$ cat config.mk
export PLATFORM = sky130hd
export DESIGN_NAME = mc_ctrl_fsm
export DESIGN_NICKNAME = d
export VERILOG_FILES = /design/src/rtl/mc_ctrl_fsm.sv
export SDC_FILE = /design/constraint.sdc
export NUM_CORES = 1
export LEC_CHECK = 0
export BUFFER_PORTS_ARGS = -buffer_cell sky130_fd_sc_hd__buf_2
export CORE_MARGIN = 3
export CORE_UTILIZATION = 35
export CTS_BUF_LIST = sky130_fd_sc_hd__clkbuf_4 sky130_fd_sc_hd__clkbuf_8
export CTS_CLUSTER_DIAMETER = 100
export DETAILED_ROUTE_END_ITERATION = 8
export PLACE_DENSITY = 0.69
export SYNTH_ARGS = -nofsm -noshare
export SYNTH_HDL_FRONTEND = slang
export SYNTH_SLANG_ARGS = --single-unit
$ cat constraint.sdc
create_clock -name clk -period 1.7 [get_ports clk]
set_input_delay 0.255 -clock clk [delete_from_list [all_inputs] [get_ports clk]]
set_output_delay 0.255 -clock clk [all_outputs]
set_load 0.1 [all_outputs]
$ cat src/rtl/mc_ctrl_fsm.sv
// rtl/mc_ctrl_fsm.sv - multicycle RISC-V control FSM with memory handshake and sticky trap
module mc_ctrl_fsm #(
    parameter logic MEM_HANDSHAKE = 1'b1,
    parameter logic EN_LUI        = 1'b1,
    parameter logic EN_BNE        = 1'b1
) (
    input  logic       clk,
    input  logic       reset_n,
    input  logic [6:0] op,
    input  logic [2:0] funct3,
    input  logic       zero,
    input  logic       mem_ready,
    output logic       mem_req,
    output logic       pc_write,
    output logic       adr_src,
    output logic       mem_write,
    output logic       ir_write,
    output logic [1:0] result_src,
    output logic [1:0] alu_src_a,
    output logic [1:0] alu_src_b,
    output logic [1:0] alu_op,
    output logic [2:0] imm_src,
    output logic       reg_write,
    output logic       trap,
    output logic [3:0] state_o
);

    localparam logic [3:0] S_FETCH   = 4'd0;
    localparam logic [3:0] S_DECODE  = 4'd1;
    localparam logic [3:0] S_MEMADR  = 4'd2;
    localparam logic [3:0] S_MEMREAD = 4'd3;
    localparam logic [3:0] S_MEMWB   = 4'd4;
    localparam logic [3:0] S_MEMWR   = 4'd5;
    localparam logic [3:0] S_EXECR   = 4'd6;
    localparam logic [3:0] S_ALUWB   = 4'd7;
    localparam logic [3:0] S_EXECI   = 4'd8;
    localparam logic [3:0] S_JAL     = 4'd9;
    localparam logic [3:0] S_BRANCH  = 4'd10;
    localparam logic [3:0] S_LUI     = 4'd11;
    localparam logic [3:0] S_TRAP    = 4'd12;

    localparam logic [6:0] OP_LW     = 7'b0000011;
    localparam logic [6:0] OP_SW     = 7'b0100011;
    localparam logic [6:0] OP_RTYPE  = 7'b0110011;
    localparam logic [6:0] OP_ITYPE  = 7'b0010011;
    localparam logic [6:0] OP_JAL    = 7'b1101111;
    localparam logic [6:0] OP_BRANCH = 7'b1100011;
    localparam logic [6:0] OP_LUI    = 7'b0110111;

    logic [3:0] r_state;
    logic [3:0] w_next;
    logic       w_mem_ok;
    logic       w_branch_ok;
    logic       w_pc_update;
    logic       w_branch;
    logic       w_ir_write;
    logic       w_mem_req;
    logic       w_mem_write;
    logic       w_reg_write;

    // Without the handshake every memory state completes in a single cycle.
    assign w_mem_ok    = !MEM_HANDSHAKE || mem_ready;
    assign w_branch_ok = (funct3 == 3'b000) || (EN_BNE && (funct3 == 3'b001));

    always_ff @(posedge clk or negedge reset_n) begin
        if (!reset_n) begin
            r_state <= S_FETCH;
        end else begin
            r_state <= w_next;
        end
    end

    always_comb begin
        w_next = S_TRAP;
        case (r_state)
            S_FETCH:   w_next = w_mem_ok ? S_DECODE : S_FETCH;
            S_DECODE: begin
                case (op)
                    OP_LW, OP_SW: w_next = S_MEMADR;
                    OP_RTYPE:     w_next = S_EXECR;
                    OP_ITYPE:     w_next = S_EXECI;
                    OP_JAL:       w_next = S_JAL;
                    OP_BRANCH:    w_next = S_BRANCH;
                    OP_LUI:       w_next = EN_LUI ? S_LUI : S_TRAP;
                    default:      w_next = S_TRAP;
                endcase
            end
            S_MEMADR:  w_next = (op == OP_LW) ? S_MEMREAD : S_MEMWR;
            S_MEMREAD: w_next = w_mem_ok ? S_MEMWB : S_MEMREAD;
            S_MEMWB:   w_next = S_FETCH;
            S_MEMWR:   w_next = w_mem_ok ? S_FETCH : S_MEMWR;
            S_EXECR:   w_next = S_ALUWB;
            S_ALUWB:   w_next = S_FETCH;
            S_EXECI:   w_next = S_ALUWB;
            S_JAL:     w_next = S_ALUWB;
            S_BRANCH:  w_next = w_branch_ok ? S_FETCH : S_TRAP;
            S_LUI:     w_next = S_ALUWB;
            default:   w_next = S_TRAP;
        endcase
    end

    always_comb begin
        w_pc_update = 1'b0;
        w_branch    = 1'b0;
        w_ir_write  = 1'b0;
        w_mem_req   = 1'b0;
        w_mem_write = 1'b0;
        w_reg_write = 1'b0;
        adr_src     = 1'b0;
        result_src  = 2'b00;
        alu_src_a   = 2'b00;
        alu_src_b   = 2'b00;
        alu_op      = 2'b00;
        case (r_state)
            S_FETCH: begin
                w_mem_req   = 1'b1;
                w_ir_write  = w_mem_ok;
                w_pc_update = w_mem_ok;
                alu_src_b   = 2'b10;
                result_src  = 2'b10;
            end
            S_DECODE: begin
                alu_src_a = 2'b01;
                alu_src_b = 2'b01;
            end
            S_MEMADR: begin
                alu_src_a = 2'b10;
                alu_src_b = 2'b01;
            end
            S_MEMREAD: begin
                w_mem_req = 1'b1;
                adr_src   = 1'b1;
            end
            S_MEMWB: begin
                result_src  = 2'b01;
                w_reg_write = 1'b1;
            end
            S_MEMWR: begin
                w_mem_req   = 1'b1;
                adr_src     = 1'b1;
                w_mem_write = 1'b1;
            end
            S_EXECR: begin
                alu_src_a = 2'b10;
                alu_op    = 2'b10;
            end
            S_ALUWB:   w_reg_write = 1'b1;
            S_EXECI: begin
                alu_src_a = 2'b10;
                alu_src_b = 2'b01;
                alu_op    = 2'b10;
            end
            S_JAL: begin
                alu_src_a   = 2'b01;
                alu_src_b   = 2'b10;
                w_pc_update = 1'b1;
            end
            S_BRANCH: begin
                alu_src_a = 2'b10;
                alu_op    = 2'b01;
                w_branch  = w_branch_ok;
            end
            S_LUI: begin
                alu_src_a = 2'b11;
                alu_src_b = 2'b01;
            end
            default: ;
        endcase
    end

    always_comb begin
        case (op)
            OP_SW:     imm_src = 3'b001;
            OP_BRANCH: imm_src = 3'b010;
            OP_JAL:    imm_src = 3'b011;
            OP_LUI:    imm_src = 3'b100;
            default:   imm_src = 3'b000;
        endcase
    end

    // Strobes are gated by reset_n directly so an asserted reset kills them without waiting for a clock.
    assign pc_write  = reset_n & (w_pc_update | (w_branch & (zero ^ funct3[0])));
    assign ir_write  = reset_n & w_ir_write;
    assign mem_req   = reset_n & w_mem_req;
    assign mem_write = reset_n & w_mem_write;
    assign reg_write = reset_n & w_reg_write;
    assign trap      = (r_state == S_TRAP);
    assign state_o   = r_state;

endmodule

==> results of run 1 <==
-- cell usage in the layout (no fill, tap or decap), types with 3 or more instances in the layout --
cell / n
buf_2: 16
buf_6: 5
buf_12: 19
nor3_4: 3
buf_4: 13
nand2b_4: 3
nand3_1: 4
nor2_4: 4
nor2_1: 7
nand2_1: 8
clkbuf_4: 3
dfrtp_4: 4
nand3b_1: 3
a21oi_1: 6
o21ai_0: 5
nor2_2: 3
-- cells by family after synthesis --
family | synth area share
DFF | 0.135
AOI/OAI and AO/OA | 0.217
buffers and inverters | 0.0926
xor gates and xnor gates | 0.0354
and+or+nand+nor | 0.520
-- worst reg2reg max path, cell delays in order (launching register included) --
cell       delay, ps
dfrtp_4          560
buf_4            170
buf_4            150
nor4b_4          310
nand3_1          130
a2bb2oi_1        160
o2111ai_2         90
-- layout make-up --
type / instances / area [um^2] / area share
clock buffer: 3 / 22.5 / 0.0135
sequential: 4 / 115 / 0.0691
multi-input combinational: 93 / 843 / 0.506
timing repair buffer: 55 / 639 / 0.384
tap: 27 / 33.8 / 0.0203
inverter: 3 / 11.3 / 0.00676
-- through the flow --
stage          TNS [ps]  area (um^2)  hold slack, ps
6_report          -1250         1670             465
5_1_grt           -1650         1670             504
3_5_place_dp          0         1470             104
4_1_cts           -1150         1610             443
2_1_floorplan     -7610          997           -40.6
3_3_place_gp          0         1470             104
-- how the worst max path moves through the flow --
stage	slack, ps	startpoint	endpoint
6_report	-170	state_o[1]$_DFF_PN0_	adr_src
3_5_place_dp	50	state_o[0]$_DFF_PN0_	alu_src_b[0]
3_3_place_gp	110	state_o[0]$_DFF_PN0_	pc_write
2_1_floorplan	-1160	state_o[2]$_DFF_PN0_	ir_write
4_1_cts	-140	state_o[1]$_DFF_PN0_	reg_write
5_1_grt	-200	state_o[1]$_DFF_PN0_	adr_src
-- per-layer routing --
metal,routed length (um),up-vias,track usage
li1,-,497,-
met1,1220,497,0.254
met2,1660,58,0.406
met3,184,12,0.0287
met4,119,0,0.140
met5,0,-,0
-- timing repair --
item | 4_1_cts | 5_1_grt
endpoints found under the setup margin | 13 | 14
hold endpoints to repair | 4 | 0
resized for setup | 14 | 11
setup buffers | 7 | 1
hold buffers | 1 | 0
pin swaps | 6 | 3
==> run_results.csv, run 1 <==
group,metric,value,unit
outcome,result_of_the_run,"finished, violations left",
outcome,violations,"setup timing",
timing,maxSlewHeadroom,0.669,
route,route.detailed.vias_per_inst,5.75,
placement,hpwlAfterDp,2.07,mm
timing,layout_min_cycle_time,1870,ps
floorplanning,floorplan.die.width,52.1,um
finish,layout.filler_cells,103,
global_route,initial_antenna_violation_count,0,
logic_synthesis,post_synthesis_cell_area,743,um^2
critical_path,r2r_cell_count,6,
logic_synthesis,yosysWarnings,0,
logic_synthesis,synthMostInstantiatedCell,"nor2_1",
timing,max_slew.worst_pin.slew,500,ps
route,initialDrtViolationCount,49,
critical_path,critical_path.reg2reg.endpoint,"state_o[2]$_DFF_PN0_",
logic_synthesis,syn-mean-instance-area,6.76,um^2
route,detail-route-antenna-nets,0,
logic_synthesis,synthDistinctLibCells,44,
finish,largest_reg_flops,4,
critical_path,critical_path_buf_inv_count,2,
placement,post-place-cells,173,
finish,finish.utilization,0.840,
placement,dp_worst_setup_slack,52.7,ps
floorplanning,core_region_area,0.00198,mm^2
floorplanning,dieHeight,52.1,um
logic_synthesis,post-synth-top-area-cell,"dfrtp_1",
global_route,grt_usage,0.228,
finish,drive_gt1_frac,0.639,
clock_network,htree_num_levels,1,
logic_synthesis,synthArstFlopShare,1.00,
clock_network,cts_root_buf,"clkbuf_4",
logic_synthesis,synth_sequential_area_ratio,0.135,
worst_hold_path,holdPathEnd,"state_o[3]$_DFF_PN0_",
timing,layout_setup_ws,-169,ps
timing,final-setup-viol-count,12,
clock_network,cts-root-to-sink-buffers,2,
critical_path,worst-r2r-setup-slack,20,ps
timing,worst_clock_skew,3.39,ps
critical_path,worstSetupPathType,"reg -> out",
global_route,grt_pass1_wl,4.55,mm
route,vias,1064,
worst_hold_path,launch_point_of_the_worst_hold_path,"op[5]",
logic_synthesis,postSynthNetCount,124,
worst_hold_path,worstHoldPathType,"in -> reg",
floorplanning,die_area,0.00271,mm^2
critical_path,largest_incremental_delay_on_the_critical_path,550,ps
finish,antennaDiodeCount,0,
clock_network,tritoncts,"yes",
logic_synthesis,synth.ff_latch_count,4,
critical_path,rr_startpoint,"state_o[3]$_DFF_PN0_",
timing,maximum_frequency_from_static_timing_analysis,0.535,GHz
logic_synthesis,synth-edff-count,0,
critical_path,critPathRequiredTime,1440,ps
finish,final_cells,185,
timing,rsz_0062_raised_after_global_routing,"yes",
critical_path,cpMaxStageDelayCell,"dfrtp_4",
global_route,first_global_vias,1019,
logic_synthesis,synth_common_cells,"nor2_1 (14), nand2_1 (8), a21oi_1 (7), buf_2 (7), o21ai_0 (6)",
placement,numPortBuffers,35,
logic_synthesis,synth.area.top_cells,"dfrtp_1 (13%), nor2_1 (7.1%), a21oi_1 (4.7%)",
flow_run,max-cap-violations,0,
route,avg_wl_per_cell,17.2,um
route,routed_wirelength,3.18,mm
logic_synthesis,synthFlopType,"dfrtp_1",
critical_path,critical_path_peak_fanout,8,
finish,nets,174,
floorplanning,io_pins,36,
route,detail_route.drc_violations,0,
route,detail_route.first_pass.iterations,4,
clock_network,clock_latency,250,ps
floorplanning,initial_core_util,0.375,
clock_network,path_clk_slew,40,ps
logic_synthesis,synth.top_cell.area_share,0.135,
timing,final_min_period_over_clock_period,1.10,
critical_path,crit_path_cell_trace,"xnor2_2 -> buf_4 -> nor3b_4 -> buf_12",
finish,areaGrowthSynthToFinish,124,%
critical_path,cp-end-kind,"primary output",
global_route,largest_net_degree_at_the_start_of_global_routing,12,
critical_path,timing.critical_path.depth,4,
floorplanning,num_rows,16,
worst_hold_path,min_path_cells,4,
logic_synthesis,post_syn_instances,110,
timing,timing.final.max_slew_violations,0,
global_route,grt_overflow,0,
timing,hold_viol,0,
critical_path,crit_path_start_kind,"flip-flop",
clock_network,cts_sinks,4,
clock_network,cts_buffers,3,
critical_path,path_delay_family,"flip-flops",
critical_path,cp.arrival,1610,ps
placement,last_weighted_congestion_value_of_the_routability_driven_placer,0.865,
Power of run 1 is not shown: default switching activity piles up to over one toggle a cycle in this logic, so the estimate is an artifact.
==> inputs of run 2 (changes only) <==
==> config.mk (replaced) <==
export PLATFORM = sky130hd
export DESIGN_NAME = mc_ctrl_fsm
export DESIGN_NICKNAME = d
export VERILOG_FILES = /design/src/rtl/mc_ctrl_fsm.sv
export SDC_FILE = /design/constraint.sdc
export NUM_CORES = 1
export LEC_CHECK = 0
export BUFFER_PORTS_ARGS = -buffer_cell sky130_fd_sc_hd__buf_2
export CELL_PAD_IN_SITES_DETAIL_PLACEMENT = 1
export CELL_PAD_IN_SITES_GLOBAL_PLACEMENT = 1
export CORE_ASPECT_RATIO = 0.6
export CORE_MARGIN = 3
export CORE_UTILIZATION = 27
export CTS_BUF_LIST = sky130_fd_sc_hd__clkbuf_16
export CTS_CLUSTER_DIAMETER = 100
export DETAILED_ROUTE_END_ITERATION = 8
export PLACE_DENSITY = 0.8
export SYNTH_ARGS = -nofsm -noshare
export SYNTH_HDL_FRONTEND = slang
export SYNTH_SLANG_ARGS = --single-unit
==> constraint.sdc (replaced) <==
create_clock -name clk -period 1.67 [get_ports clk]
set_input_delay 0.2505 -clock clk [delete_from_list [all_inputs] [get_ports clk]]
set_output_delay 0.2505 -clock clk [all_outputs]
set_load 0.1 [all_outputs]
==> run 2 against run 1 <==
  * The run now fails in global routing
  * Area after synthesis is the same
  * Synthesized cell count is the same
==> run_results.csv, run 2 <==
group,metric,value,unit
logic_synthesis,synthMostInstantiatedCell,"nor2_1",
clock_network,cts-root-to-sink-buffers,2,
logic_synthesis,synth.ff_latch_count,4,
logic_synthesis,syn-mean-instance-area,6.76,um^2
clock_network,cts_buffers,3,
outcome,result_of_the_run,"did not finish",
logic_synthesis,synthDistinctLibCells,44,
timing,worst_path_end_type,"output port",
logic_synthesis,synth_common_cells,"nor2_1 (14), nand2_1 (8), a21oi_1 (7), buf_2 (7), o21ai_0 (6)",
floorplanning,num_rows,14,
logic_synthesis,synth.top_cell.area_share,0.135,
floorplanning,floorplan.die.width,73.7,um
placement,hpwlAfterDp,3.11,mm
floorplanning,dieHeight,46.6,um
logic_synthesis,post-synth-top-area-cell,"dfrtp_1",
clock_network,cts_sinks,4,
global_route,initial_antenna_violation_count,0,
global_route,largest_net_degree_at_the_start_of_global_routing,10,
logic_synthesis,postSynthNetCount,124,
clock_network,cts_root_buf,"clkbuf_16",
floorplanning,initial_core_util,0.291,
logic_synthesis,synthFlopType,"dfrtp_1",
outcome,error,"[ERROR DPL-0033] detailed placement checks failed during check placement.",
logic_synthesis,synth.area.top_cells,"dfrtp_1 (13%), nor2_1 (7.1%), a21oi_1 (4.7%)",
logic_synthesis,synth_sequential_area_ratio,0.135,
placement,dp_worst_setup_slack,-23.2,ps
placement,post-place-cells,183,
logic_synthesis,post_syn_instances,110,
placement,place_area,0.00152,mm^2
placement,numPortBuffers,35,
logic_synthesis,post_synthesis_cell_area,743,um^2
timing,worst_endpoint,"reg_write",
placement,last_weighted_congestion_value_of_the_routability_driven_placer,0.932,
clock_network,htree_num_levels,1,
logic_synthesis,synth-edff-count,0,
logic_synthesis,synthArstFlopShare,1.00,
outcome,flow.stopped_at,"global routing",
logic_synthesis,yosysWarnings,0,
floorplanning,io_pins,36,
==> run 2: logic make-up after synthesis <==
| kind of cell | after synthesis | synth area share |
|---|---|---|
| AOI/OAI and AO/OA | 24 | 0.217 |
| xor gates and xnor gates | 3 | 0.0354 |
| buffers and inverters | 13 | 0.0926 |
| DFF | 4 | 0.135 |
| and+or+nand+nor | 66 | 0.520 |
==> run 2: through the flow <==
| stage | setup TNS [ps] | utilization |
|---|---|---|
| 3_3_place_gp | 0 | 0.595 |
| 2_1_floorplan | -8000 | - |
| 3_5_place_dp | -23.2 | 0.595 |
| 4_1_cts | -1670 | 0.748 |
==> run 2: repair_timing <==
item / CTS
pin swaps: 13
buffers inserted: 17
endpoints found under the hold margin: 4
resized for setup: 36
setup endpoints to repair: 15
hold buffers: 1
cloned: 1
==> inputs of run 3 (changes only) <==
==> config.mk (replaced) <==
export PLATFORM = sky130hd
export DESIGN_NAME = mc_ctrl_fsm
export DESIGN_NICKNAME = d
export VERILOG_FILES = /design/src/rtl/mc_ctrl_fsm.sv
export SDC_FILE = /design/constraint.sdc
export NUM_CORES = 1
export LEC_CHECK = 0
export BUFFER_PORTS_ARGS = -buffer_cell sky130_fd_sc_hd__buf_2
export CORE_MARGIN = 3
export CORE_UTILIZATION = 20
export DETAILED_ROUTE_END_ITERATION = 8
export PLACE_DENSITY_LB_ADDON = 0.15
export SYNTH_ARGS = -nofsm -noshare
export SYNTH_HDL_FRONTEND = slang
export SYNTH_SLANG_ARGS = --single-unit
==> constraint.sdc (replaced) <==
create_clock -name clk -period 2.2 [get_ports clk]
set_input_delay 0.33 -clock clk [delete_from_list [all_inputs] [get_ports clk]]
set_output_delay 0.33 -clock clk [all_outputs]
set_load 0.1 [all_outputs]
==> run 3 against run 2 <==
  * The flow now finishes without violations
==> run_results.csv, run 3 (synthesized netlist as in run 1, its figures left out) <==
group,metric,value,unit
timing,maxSlewHeadroom,0.675,
flow_run,max-cap-violations,0,
critical_path,cpMaxStageDelayCell,"dlygate4sd3_1",
timing,layout_setup_ws,131,ps
timing,max_slew.worst_pin.slew,490,ps
finish,antennaDiodeCount,0,
finish,commonest_cells_after_routing_fill_and_taps_aside,"buf_2 (26), nor2_1 (9), nand2_1 (8)",
placement,numPortBuffers,35,
global_route,initial_antenna_violation_count,0,
timing,final-setup-viol-count,0,
global_route,grt_usage,0.115,
route,avg_wl_per_cell,12.4,um
floorplanning,initial_core_util,0.214,
global_route,grt_overflow,0,
floorplanning,die_area,0.00448,mm^2
global_route,grt_pass1_wl,4.07,mm
finish,fin_area,0.00128,mm^2
global_route,largest_net_degree_at_the_start_of_global_routing,22,
timing,final_min_period_over_clock_period,0.940,
clock_network,htree_num_levels,1,
finish,drive_gt1_frac,0.496,
finish,areaGrowthSynthToFinish,72.7,%
clock_network,clock_latency,220,ps
critical_path,r2r_cell_count,4,
clock_network,cts_buffers,3,
clock_network,cts-root-to-sink-buffers,2,
placement,last_weighted_congestion_value_of_the_routability_driven_placer,0.822,
route,route.detailed.vias_per_inst,5.01,
timing,timing.final.max_slew_violations,0,
finish,layout.cells.most_common,"buf_2",
critical_path,rr_startpoint,"state_o[1]$_DFF_PN0_",
critical_path,largest_incremental_delay_on_the_critical_path,520,ps
critical_path,critical_path_buf_inv_count,4,
critical_path,timing.critical_path.depth,5,
floorplanning,io_pins,36,
critical_path,worst_setup_path_startpoint,"reset_n",
clock_network,cts_root_buf,"clkbuf_8",
clock_network,cts_sinks,4,
floorplanning,core_region_area,0.00347,mm^2
critical_path,critPathRequiredTime,1870,ps
placement,dp_worst_setup_slack,360,ps
critical_path,cp-end-kind,"primary output",
placement,place_area,0.00123,mm^2
timing,hold_viol,0,
timing,layout_min_cycle_time,2070,ps
route,detail-route-antenna-nets,0,
critical_path,crit_path_cell_trace,"dlygate4sd3_1 -> clkbuf_4 -> inv_1 -> a2111oi_4 -> buf_12",
route,vias,926,
outcome,result_of_the_run,"finished, final reports clean",
floorplanning,dieHeight,67.0,um
route,routed_wirelength,2.30,mm
clock_network,tritoncts,"yes",
route,detail_route.drc_violations,0,
critical_path,critical_path_peak_fanout,8,
timing,rsz_0062_raised_after_global_routing,"no",
floorplanning,floorplan.die.width,67.0,um
floorplanning,num_rows,21,
timing,maximum_frequency_from_static_timing_analysis,0.483,GHz
global_route,first_global_vias,931,
placement,hpwlAfterDp,1.78,mm
critical_path,cp.arrival,1740,ps
critical_path,path_delay_family,"buffers and inverters",
route,initialDrtViolationCount,36,
clock_network,postCtsSetupRepairBufs,0,
clock_network,path_clk_slew,30,ps
route,detail_route.first_pass.iterations,4,
critical_path,worstSetupPathType,"in -> out",
worst_hold_path,worstHoldPathType,"in -> async",
timing,worst_clock_skew,0.966,ps
critical_path,crit_path_start_kind,"input pin",
finish,nets,155,
finish,largest_reg_flops,4,
[run 3: final cells by class]
class | count | area, um^2
inverters | 3 | 11.3
well taps | 46 | 57.6
flip-flops and latches | 4 | 115
clock buffers | 3 | 41.3
repair buffers | 36 | 295
multi-input cells | 93 | 763
fillers | 392 | 2180
[run 3: routing by layer]
layer  global-route usage  routed length (um)  vias up
met1                0.148                1080      437
met2                0.193                1040       31
met3               0.0236                 160        3
met4               0.0304                  21        0
met5                    0                   0        -
li1                     -                   -      455
[run 3: timing repair]
item                       4_1_cts  5_1_grt
setup endpoints to repair        0        2
hold buffers                     1        0
hold endpoints to repair         4        0
gates resized for setup          0        2
[run 3: path summary, 6_finish.rpt]
kind	end	slack, ps
max in group asynchronous	state_o[0]$_DFF_PN0_	1540
setup / recovery	mem_req	130
min in group clk	state_o[3]$_DFF_PN0_	560
hold / removal	state_o[3]$_DFF_PN0_	500
hold reg to reg	state_o[1]$_DFF_PN0_	780
setup reg to reg	state_o[0]$_DFF_PN0_	680
[run 3: through the flow]
step	util	hold slack [ps]	TNS, ps	cells
2_1_floorplan	-	34.4	-2340	110
3_3_place_gp	0.354	188	0	181
6_report	0.370	499	0	185
5_1_grt	0.370	525	0	185
4_1_cts	0.369	509	0	185
3_5_place_dp	0.354	190	0	181
Power of run 3 is left out for the same reason.
